==> src/rtl/matrix_input_ctrl.sv <==
// Input session controller: captures matrix dimensions over a byte stream and
// writes elements row-major into a buffer. Optional generator: MATRIX_RAND_GEN_EN.
module matrix_input_ctrl #(
  parameter int MAX_DIM     = 5,
  parameter int ELEM_MAX    = 9,
  parameter int TIMEOUT_CYC = 50_000_000
) (
  input  logic       clk,
  input  logic       rst,
  input  logic       start,
  input  logic       gen_mode,
  input  logic [7:0] rx_data,
  input  logic       rx_valid,
  output logic       wr_en,
  output logic [4:0] wr_addr,
  output logic [7:0] wr_data,
  output logic [2:0] m_dim,
  output logic [2:0] n_dim,
  output logic       busy,
  output logic       done,
  output logic       err
);

  localparam int TMR_W = $clog2(TIMEOUT_CYC + 1);

  typedef enum logic [2:0] {
    S_IDLE     = 3'd0,
    S_GET_M    = 3'd1,
    S_GET_N    = 3'd2,
    S_GET_ELEM = 3'd3,
    S_GEN      = 3'd4,
    S_DONE     = 3'd5,
    S_ERR      = 3'd6
  } state_t;

  state_t           state_reg;
  state_t           state_next;

  logic [2:0]       m_dim_reg;
  logic [2:0]       n_dim_reg;
  logic [2:0]       row_reg;
  logic [2:0]       col_reg;
  logic [5:0]       elem_cnt_reg;
  logic [TMR_W-1:0] tmr_reg;
  logic             wr_en_reg;
  logic [4:0]       wr_addr_reg;
  logic [7:0]       wr_data_reg;

  logic             start_ok;
  logic             dim_ok;
  logic             elem_full;
  logic             timeout_hit;
  logic             waiting;
  logic [5:0]       elem_total;
  logic [4:0]       cur_addr;
  logic             wr_fire;
  logic [7:0]       wr_value;
  logic [7:0]       rx_clamped;

`ifdef MATRIX_RAND_GEN_EN
  logic             gen_reg;
  logic [7:0]       lfsr_reg;
  logic [7:0]       lfsr_next;
  logic [7:0]       lfsr_elem;

  // Fibonacci LFSR for x^8+x^6+x^5+x^4+1, shifting toward the MSB.
  assign lfsr_next[0] = lfsr_reg[7] ^ lfsr_reg[5] ^ lfsr_reg[4] ^ lfsr_reg[3];
  generate
    for (genvar gi = 1; gi < 8; gi++) begin : g_lfsr_shift
      assign lfsr_next[gi] = lfsr_reg[gi-1];
    end
  endgenerate

  assign lfsr_elem = lfsr_reg % 8'(ELEM_MAX + 1);

  always_ff @(posedge clk) begin
    if (rst) begin
      lfsr_reg <= 8'h01;
    end else begin
      lfsr_reg <= lfsr_next;
    end
  end
`else
  logic gen_mode_unused;
  assign gen_mode_unused = gen_mode;
`endif

  assign start_ok    = start && (state_reg == S_IDLE || state_reg == S_DONE ||
                                 state_reg == S_ERR);
  assign dim_ok      = (rx_data >= 8'd1) && (rx_data <= 8'(MAX_DIM));
  assign elem_total  = 6'(m_dim_reg) * 6'(n_dim_reg);
  assign elem_full   = (elem_cnt_reg == elem_total);
  assign waiting     = (state_reg == S_GET_M) || (state_reg == S_GET_N) ||
                       (state_reg == S_GET_ELEM);
  assign timeout_hit = !rx_valid && (tmr_reg >= TMR_W'(TIMEOUT_CYC - 1));
  assign cur_addr    = 5'(row_reg) * 5'(MAX_DIM) + 5'(col_reg);
  assign rx_clamped  = (rx_data <= 8'(ELEM_MAX)) ? rx_data : 8'd0;

  // State register
  always_ff @(posedge clk) begin
    if (rst) begin
      state_reg <= S_IDLE;
    end else begin
      state_reg <= state_next;
    end
  end

  // Next-state logic
  always_comb begin
    state_next = state_reg;
    case (state_reg)
      S_IDLE: begin
        if (start) state_next = S_GET_M;
      end
      S_DONE: begin
        state_next = start ? S_GET_M : S_IDLE;
      end
      S_ERR: begin
        if (start) state_next = S_GET_M;
      end
      S_GET_M: begin
        if (rx_valid)         state_next = dim_ok ? S_GET_N : S_ERR;
        else if (timeout_hit) state_next = S_ERR;
      end
      S_GET_N: begin
        if (rx_valid) begin
          if (!dim_ok) begin
            state_next = S_ERR;
          end else begin
`ifdef MATRIX_RAND_GEN_EN
            state_next = gen_reg ? S_GEN : S_GET_ELEM;
`else
            state_next = S_GET_ELEM;
`endif
          end
        end else if (timeout_hit) begin
          state_next = S_ERR;
        end
      end
      S_GET_ELEM: begin
        // elem_full becomes true the cycle the last write is on the bus,
        // so DONE follows the last wr_en by exactly one cycle.
        if (elem_full)        state_next = S_DONE;
        else if (timeout_hit) state_next = S_ERR;
      end
`ifdef MATRIX_RAND_GEN_EN
      S_GEN: begin
        if (elem_full) state_next = S_DONE;
      end
`endif
      default: state_next = S_IDLE;
    endcase
  end

  // Status outputs decoded from the current state
  always_comb begin
    busy = 1'b0;
    done = 1'b0;
    err  = 1'b0;
    case (state_reg)
      S_GET_M, S_GET_N, S_GET_ELEM, S_GEN: busy = 1'b1;
      S_DONE:                              done = 1'b1;
      S_ERR:                               err  = 1'b1;
      default: ;
    endcase
  end

  // Element write source selection
  always_comb begin
    wr_fire  = 1'b0;
    wr_value = 8'd0;
    if (state_reg == S_GET_ELEM && rx_valid && !elem_full) begin
      wr_fire  = 1'b1;
      wr_value = rx_clamped;
    end
`ifdef MATRIX_RAND_GEN_EN
    if (state_reg == S_GEN && !elem_full) begin
      wr_fire  = 1'b1;
      wr_value = lfsr_elem;
    end
`endif
  end

  // Session datapath: dimensions, position counters, idle timer, write port
  always_ff @(posedge clk) begin
    if (rst) begin
      m_dim_reg    <= 3'd0;
      n_dim_reg    <= 3'd0;
      row_reg      <= 3'd0;
      col_reg      <= 3'd0;
      elem_cnt_reg <= 6'd0;
      tmr_reg      <= '0;
      wr_en_reg    <= 1'b0;
      wr_addr_reg  <= 5'd0;
      wr_data_reg  <= 8'd0;
`ifdef MATRIX_RAND_GEN_EN
      gen_reg      <= 1'b0;
`endif
    end else begin
      wr_en_reg <= 1'b0;
      if (start_ok) begin
        row_reg      <= 3'd0;
        col_reg      <= 3'd0;
        elem_cnt_reg <= 6'd0;
        tmr_reg      <= '0;
`ifdef MATRIX_RAND_GEN_EN
        gen_reg      <= gen_mode;
`endif
      end else begin
        if (waiting) begin
          tmr_reg <= rx_valid ? '0 : tmr_reg + TMR_W'(1);
        end
        if (state_reg == S_GET_M && rx_valid && dim_ok) begin
          m_dim_reg <= rx_data[2:0];
        end
        if (state_reg == S_GET_N && rx_valid && dim_ok) begin
          n_dim_reg <= rx_data[2:0];
        end
        if (wr_fire) begin
          wr_en_reg    <= 1'b1;
          wr_addr_reg  <= cur_addr;
          wr_data_reg  <= wr_value;
          elem_cnt_reg <= elem_cnt_reg + 6'd1;
          if (col_reg == n_dim_reg - 3'd1) begin
            col_reg <= 3'd0;
            row_reg <= row_reg + 3'd1;
          end else begin
            col_reg <= col_reg + 3'd1;
          end
        end
      end
    end
  end

  assign wr_en   = wr_en_reg;
  assign wr_addr = wr_addr_reg;
  assign wr_data = wr_data_reg;
  assign m_dim   = m_dim_reg;
  assign n_dim   = n_dim_reg;

endmodule

==> config.mk <==
export PLATFORM = sky130hd
export DESIGN_NAME = matrix_input_ctrl
export DESIGN_NICKNAME = d
export VERILOG_FILES = /design/src/rtl/matrix_input_ctrl.sv
export SDC_FILE = /design/constraint.sdc
export NUM_CORES = 1
export LEC_CHECK = 0
export ABC_AREA = 1
export BUFFER_PORTS_ARGS = -buffer_cell sky130_fd_sc_hd__buf_2
export CAP_MARGIN = 20
export CORE_UTILIZATION = 55
export CTS_BUF_LIST = sky130_fd_sc_hd__clkbuf_8
export CTS_CLUSTER_SIZE = 30
export DETAILED_ROUTE_END_ITERATION = 8
export PLACE_DENSITY = 0.79
export SYNTH_ARGS = -nofsm -noshare
export SYNTH_HDL_FRONTEND = slang
export SYNTH_SLANG_ARGS = --single-unit
==> constraint.sdc <==
create_clock -name clk -period 5.75 [get_ports clk]
set_clock_uncertainty 0.15 [all_clocks]
set_input_delay 0.2875 -clock clk [delete_from_list [all_inputs] [get_ports clk]]
set_output_delay 0.2875 -clock clk [all_outputs]
set_load 0.02 [all_outputs]
Yosys cells after proc, flatten, opt, wreduce, memory -nomap -nowiden --
Cells that the tools add are included.
Storage, ports and cells: output and inout bits 23, bits in registers 61, logic and storage cells 73, bits of input ports 13
Cells by class: $mul 2, $lt $le $gt $ge 4, reduce and logical (&&, ||, !) cells 23, equality and inequality tests 9, mux-type cells 18, bitwise operators 1, add/subtract/negate cells 6
Operator list (number):
- adder 26 x 1 -> 26 bit, second input constant | 1
- greater-or-equal comparator 26 bit, second input constant | 1
- two-way mux 26 bit | 1
- two-way mux 3 bit | 8
- two-way mux 8 bit | 2
- case mux 3 bit (5 select lines) | 1
- equality test 3 bit, second input constant | 3
- logical AND 1 bit | 9
- greater-or-equal comparator 8 x 1 -> 1 bit, second input constant | 1
- <= comparator 8 x 3 -> 1 bit, second input constant | 1
- <= comparator 8 x 4 -> 1 bit, second input constant | 1
- AND reduction 2 bit | 4
- adder 3 x 1 -> 3 bit, second input constant | 2
- adder 6 x 1 -> 6 bit, second input constant | 1
- equality test 3 x 2 -> 1 bit, second input constant | 2
- equality test 6 bit | 1
- multiplier 3 x 3 -> 6 bit | 1
- two-way mux 1 bit | 6
- adder 5 x 3 -> 5 bit | 1
- multiplier 3 x 3 -> 5 bit, second input constant | 1
- logical OR 1 bit | 4
- OR reduction 2 bit | 2
- OR reduction 4 bit | 1
- equality test 3 x 1 -> 1 bit, second input constant | 1
- other kinds (6) | 7

Depth between registers and ports, before layout --
depth in word-level cells 6, gate-level depth with buffers 16, depth with buffers taken out 16

Worst setup path before layout --
Ideal clock, no wire load.
path type reg-to-reg, start point register n_dim_reg[0], in the netlist n_dim[0], end point register wr_addr_reg[0], in the netlist wr_addr[0], setup time 116 ps, arrival 2600 ps, required time 5484 ps, slack 2884 ps, buffers on the path 1, cell stages (with the launch flop) 17, clock period less this slack 2866 ps, cell sequence dfxtp_1 -> nand2_1 -> inv_1 -> fa_1 -> ha_1 -> inv_1 -> fa_1 -> xnor2_1 -> nor2_1 -> nand2_1 -> nor2_2 -> nand2_2 -> nand2_4 -> inv_4 -> buf_6 -> nor2_1 -> nor2_1
On the way: longest elaborated chain between the ends 6
RTL lines:
- start: declaration | line 40 | logic [2:0] n_dim_reg;
- start signal: assignment | line 217 | n_dim_reg <= rx_data[2:0];
- multiplier 3 x 3 -> 6 bit | line 91 | assign elem_total = 6'(m_dim_reg) * 6'(n_dim_reg);
- equality test 6 bit | line 92 | assign elem_full = (elem_cnt_reg == elem_total);
- logical NOT 1 bit | line 172 | if (state_reg == S_GET_ELEM && rx_valid && !elem_full) begin
- logical AND 1 bit | line 172
- two-way mux 1 bit | line 172
- AND reduction 2 bit (no source line)
- end signal: assignment | line 221 | wr_addr_reg <= cur_addr;
- end: declaration | line 46 | logic [4:0] wr_addr_reg;
Every way passes these cells. A chain may end at the register's enable or synchronous reset.

Worst setup path after layout --
start point register n_dim_reg[0], in the netlist n_dim[0], end point register col_reg[1]
On the way: longest elaborated chain between the ends 5, elaborated cells on any way between the ends 8, those cells by class add/sub: 1; mul: 1; eq/ne: 2; mux: 2; reduce/logical: 2
RTL lines:
- multiplier 3 x 3 -> 6 bit | line 91
- equality test 6 bit | line 92
- logical NOT 1 bit | line 172
- logical AND 1 bit | line 172
- two-way mux 1 bit | line 172
- end signal: assignment | line 228 | col_reg <= col_reg + 3'd1;
- end: declaration | line 42 | logic [2:0] col_reg;
Several ways; a longest one is shown, not always the timed one.

==> key figures <==
Layout
  – Max FFs per register: 26
  – Final instance area: approximately 4100 um2
  – Multi-input logic area: between 2000 and 2500 um2
  – Layout area overhead: 12.7%
  – Final net count: about 570
  – Flip-flop and latch area: roughly 1200 um2
  – Antenna Cells: 0
  – Finished Core Util: between 60 and 70%
  – Layout cell share with drive strength beyond 1: about 17%
  – Final non-filler cell total: just over 600
  – Filler instances: between 500 and 600

Route
  – WL/cell: approximately 12 um
  – Vias/cell: 5.22
  – Antenna Nets Post-Route: 0
  – Vias post-DR: ~3.2k
  – Remaining DRCs: 0
  – DRT Wirelength: roughly 7.7 mm
  – DRT Pass-1 Iters: 4
  – Iter 0 DRT Violations: about 130

Critical path
  – Critical setup path kind: reg2reg
  – Startpoint type of the worst setup path: flop
  – CP Max Fanout: 22
  – Worst setup EP type: flop
  – WP data arrival: 3.20 ns
  – CP Data Required Time: 5.84 ns

STA
  – Setup TNS: 0 ns
  – Final Max Tran Viols: 0
  – Final hold vios: 0
  – Final min period: a little over 3 ns
  – Slew HR: between 50 and 60%
  – Final Setup Violations: 0
  – Fmax: 322 MHz
  – Slew @ Worst Pin: approximately 0.64 ns
  – Hold_ws: approximately 0.04 ns
  – Unrepaired setup endpoints after global routing: no
  – Tcrit/Tclk final: between 50% and 60%

Global routing
  – Global-route wire length before repair: about 13 mm
  – Antenna violations before repair: 0
  – Vias in the first global route: 3054
  – Gr usage total: 23.8%
  – Largest net degree at the start of global routing: 23
  – Grt total ovfl: 0

Clock tree
  – H-tree levels: 3
  – Root Driver: clkbuf_8
  – Worst-path clk slew: ~0.07 ns
  – Post-CTS Setup Inserts: 0
  – CTS Hold Buffers Added: 0
  – CTS tree: built
  – Clk sinks: 61
  – Bufs on Longest Clock Path: 2
  – Cts bufs inserted: 9
  – PostCTS Resize Cnt: 0
  – Clock latency on the worst-skew pair: approximately 0.35 ns

Logic synthesis
  – Distinct cell type count after synthesis: between 40 and 50
  – Flops & latches, synth: between 60 and 70
  – Syn_area_per_cell: about 7.3 um2
  – EDFF count, synth: 0
  – Synthesized instance count: between 400 and 500
  – Post-Syn Area: between 3000 and 4000 um2
  – Post-synthesis sequential area ratio: 33.8%
  – Ys async rst share: 0%
  – Post-Syn Nets: 529
  – Ys flop type: dfxtp_1
  – Yosys warnings: 0

Power
  – Power Density: 239 nW/um2
  – Peak VDD IR: 348 uV
  – Leakage power: 0.00190 uW

Floorplan
  – Core footprint: 6350 um2
  – Initial Utilization: between 50% and 60%
  – Die area: between 6000 and 7000 um2
  – I/O Pins: 36
  – Die Ht: just over 80 um
  – Rows: 29
  – Die width: about 83 um

Placed design
  – Post-DP HPWL: 5.66 mm
  – Dpl cell area: 3830 um2
  – Placed cell count: 600
  – IO buf count: 34
  – Gpl congestion: 0.860

Outcome
  – Outcome: finished clean

Flow run
  – Max Cap Viol: 0

Worst hold path
  – Worst Hold Class: in2reg
[critical path, stage by stage (launching register included)]
cell and delay, ns:
dfxtp_1 0.47, nand2_1 0.08, inv_1 0.07, fa_1 0.41
ha_1 0.24, inv_1 0.07, fa_1 0.42, xnor2_1 0.14
nor2_1 0.10, nand2_1 0.06, nor2_2 0.11, nand2_2 0.12
nand2_4 0.23, inv_4 0.15, nor2_1 0.14, nor3_2 0.05
[layer usage]
| layer | part of all wire [%] | GRT usage (%) | up-vias |
|---|---|---|---|
| met5 | 0 | 0 | - |
| met4 | 1.7 | 9.25 | 0 |
| met3 | 4.1 | 7.06 | 13 |
| met2 | 51 | 40.6 | 64 |
| met1 | 43 | 27.9 | 1471 |
| li1 | - | - | 1665 |
[kinds of logic (layout without fill, tap and decap cells)]
group / count (synthesis) / in the layout / synth area share [%]
DFF: 61 / 61 / 33.8
AOI/OAI and AO/OA: 69 / 69 / 11.2
and+or+nand+nor: 245 / 245 / 32.3
buffers and inverters: 75 / 119 / 8.97
xor gates and xnor gates: 24 / 24 / 5.82
adders and majority gates: 21 / 21 / 7.89
[stage by stage]
stage                     power, uW  setup slack, ns
after detailed placement        510             2.65
after CTS                       978             2.64
after global placement          508             2.68
after global routing           1010             2.38
after floorplan                 492             2.88
final                           972             2.64
[power breakdown]
part	switching, uW	internal [uW]
Sequential	4.27	425
Clock	180	290
Combinational	51.6	21.0
[layout by cell type (no fill, tap or decap), types with 3 or more instances in the layout]
cell,synthesis,routed
nand2_1,108,108
bufinv_16,0,3
o21a_1,3,3
buf_2,0,34
nand4_1,6,6
nor3_1,10,10
ha_1,18,18
nand2_2,5,5
inv_1,65,65
dfxtp_1,61,61
xnor2_1,9,9
o21ai_0,19,19
o21ai_2,4,4
nor2_2,6,6
nor2_1,61,61
nand3_1,28,28
nor3_2,4,4
fa_1,3,3
nor2_4,4,4
clkbuf_8,0,9
o21ai_1,3,3
xor2_1,15,15
a21oi_1,33,33
[path summary, 6_finish.rpt]
path / cells past startpoint / from / slack [ns] / to
setup / recovery: 15 / n_dim[0]$_SDFFE_PP0P_ / 2.64 / col_reg[1]$_SDFFE_PP0P_
hold / removal: 2 / rst / 0.04 / state_reg[0]$_SDFFE_PP0P_
setup reg to reg: 15 / n_dim[0]$_SDFFE_PP0P_ / 2.64 / col_reg[1]$_SDFFE_PP0P_
hold reg to reg: 2 / wr_data[6]$_SDFFE_PP0P_ / 0.29 / wr_data[6]$_SDFFE_PP0P_
[cell type report]
type | instances | share of cell area [%]
clock buffers | 9 | 3.04
clock inverters | 7 | 3.01
inverters | 69 | 6.66
multi-input cells | 359 | 50.8
flip-flops and latches | 61 | 30.0
well taps | 77 | 2.36
repair buffers | 34 | 4.18
[cell usage after synthesis, types with 2 or more instances]
| cell type | instances | share of area, % |
|---|---|---|
| o21ai_2 | 4 | 0.97 |
| nand2_2 | 5 | 0.87 |
| buf_6 | 4 | 1.2 |
| nor3_4 | 2 | 0.90 |
| a21oi_1 | 33 | 4.6 |
| a211oi_1 | 2 | 0.42 |
| o21ai_1 | 3 | 0.42 |
| a21oi_2 | 2 | 0.48 |
| fa_1 | 3 | 1.7 |
| ha_1 | 18 | 6.2 |
| nand2_1 | 108 | 11 |
| nand3_4 | 2 | 0.97 |
| xnor2_1 | 9 | 2.2 |
| clkbuf_1 | 2 | 0.21 |
| nor2_4 | 4 | 1.2 |
| nand3_1 | 28 | 3.9 |
| nand2_4 | 2 | 0.62 |
| dfxtp_1 | 61 | 34 |
| o21a_1 | 3 | 0.62 |
| nor2_2 | 6 | 1.0 |
| xor2_1 | 15 | 3.6 |
| o21ai_0 | 19 | 2.6 |
| nor2_1 | 61 | 6.3 |
| nand4_1 | 6 | 1.0 |
| nor3_1 | 10 | 1.4 |
| nor3_2 | 4 | 1.1 |
| inv_1 | 65 | 6.8 |
Power figures use the tool's default switching activity.
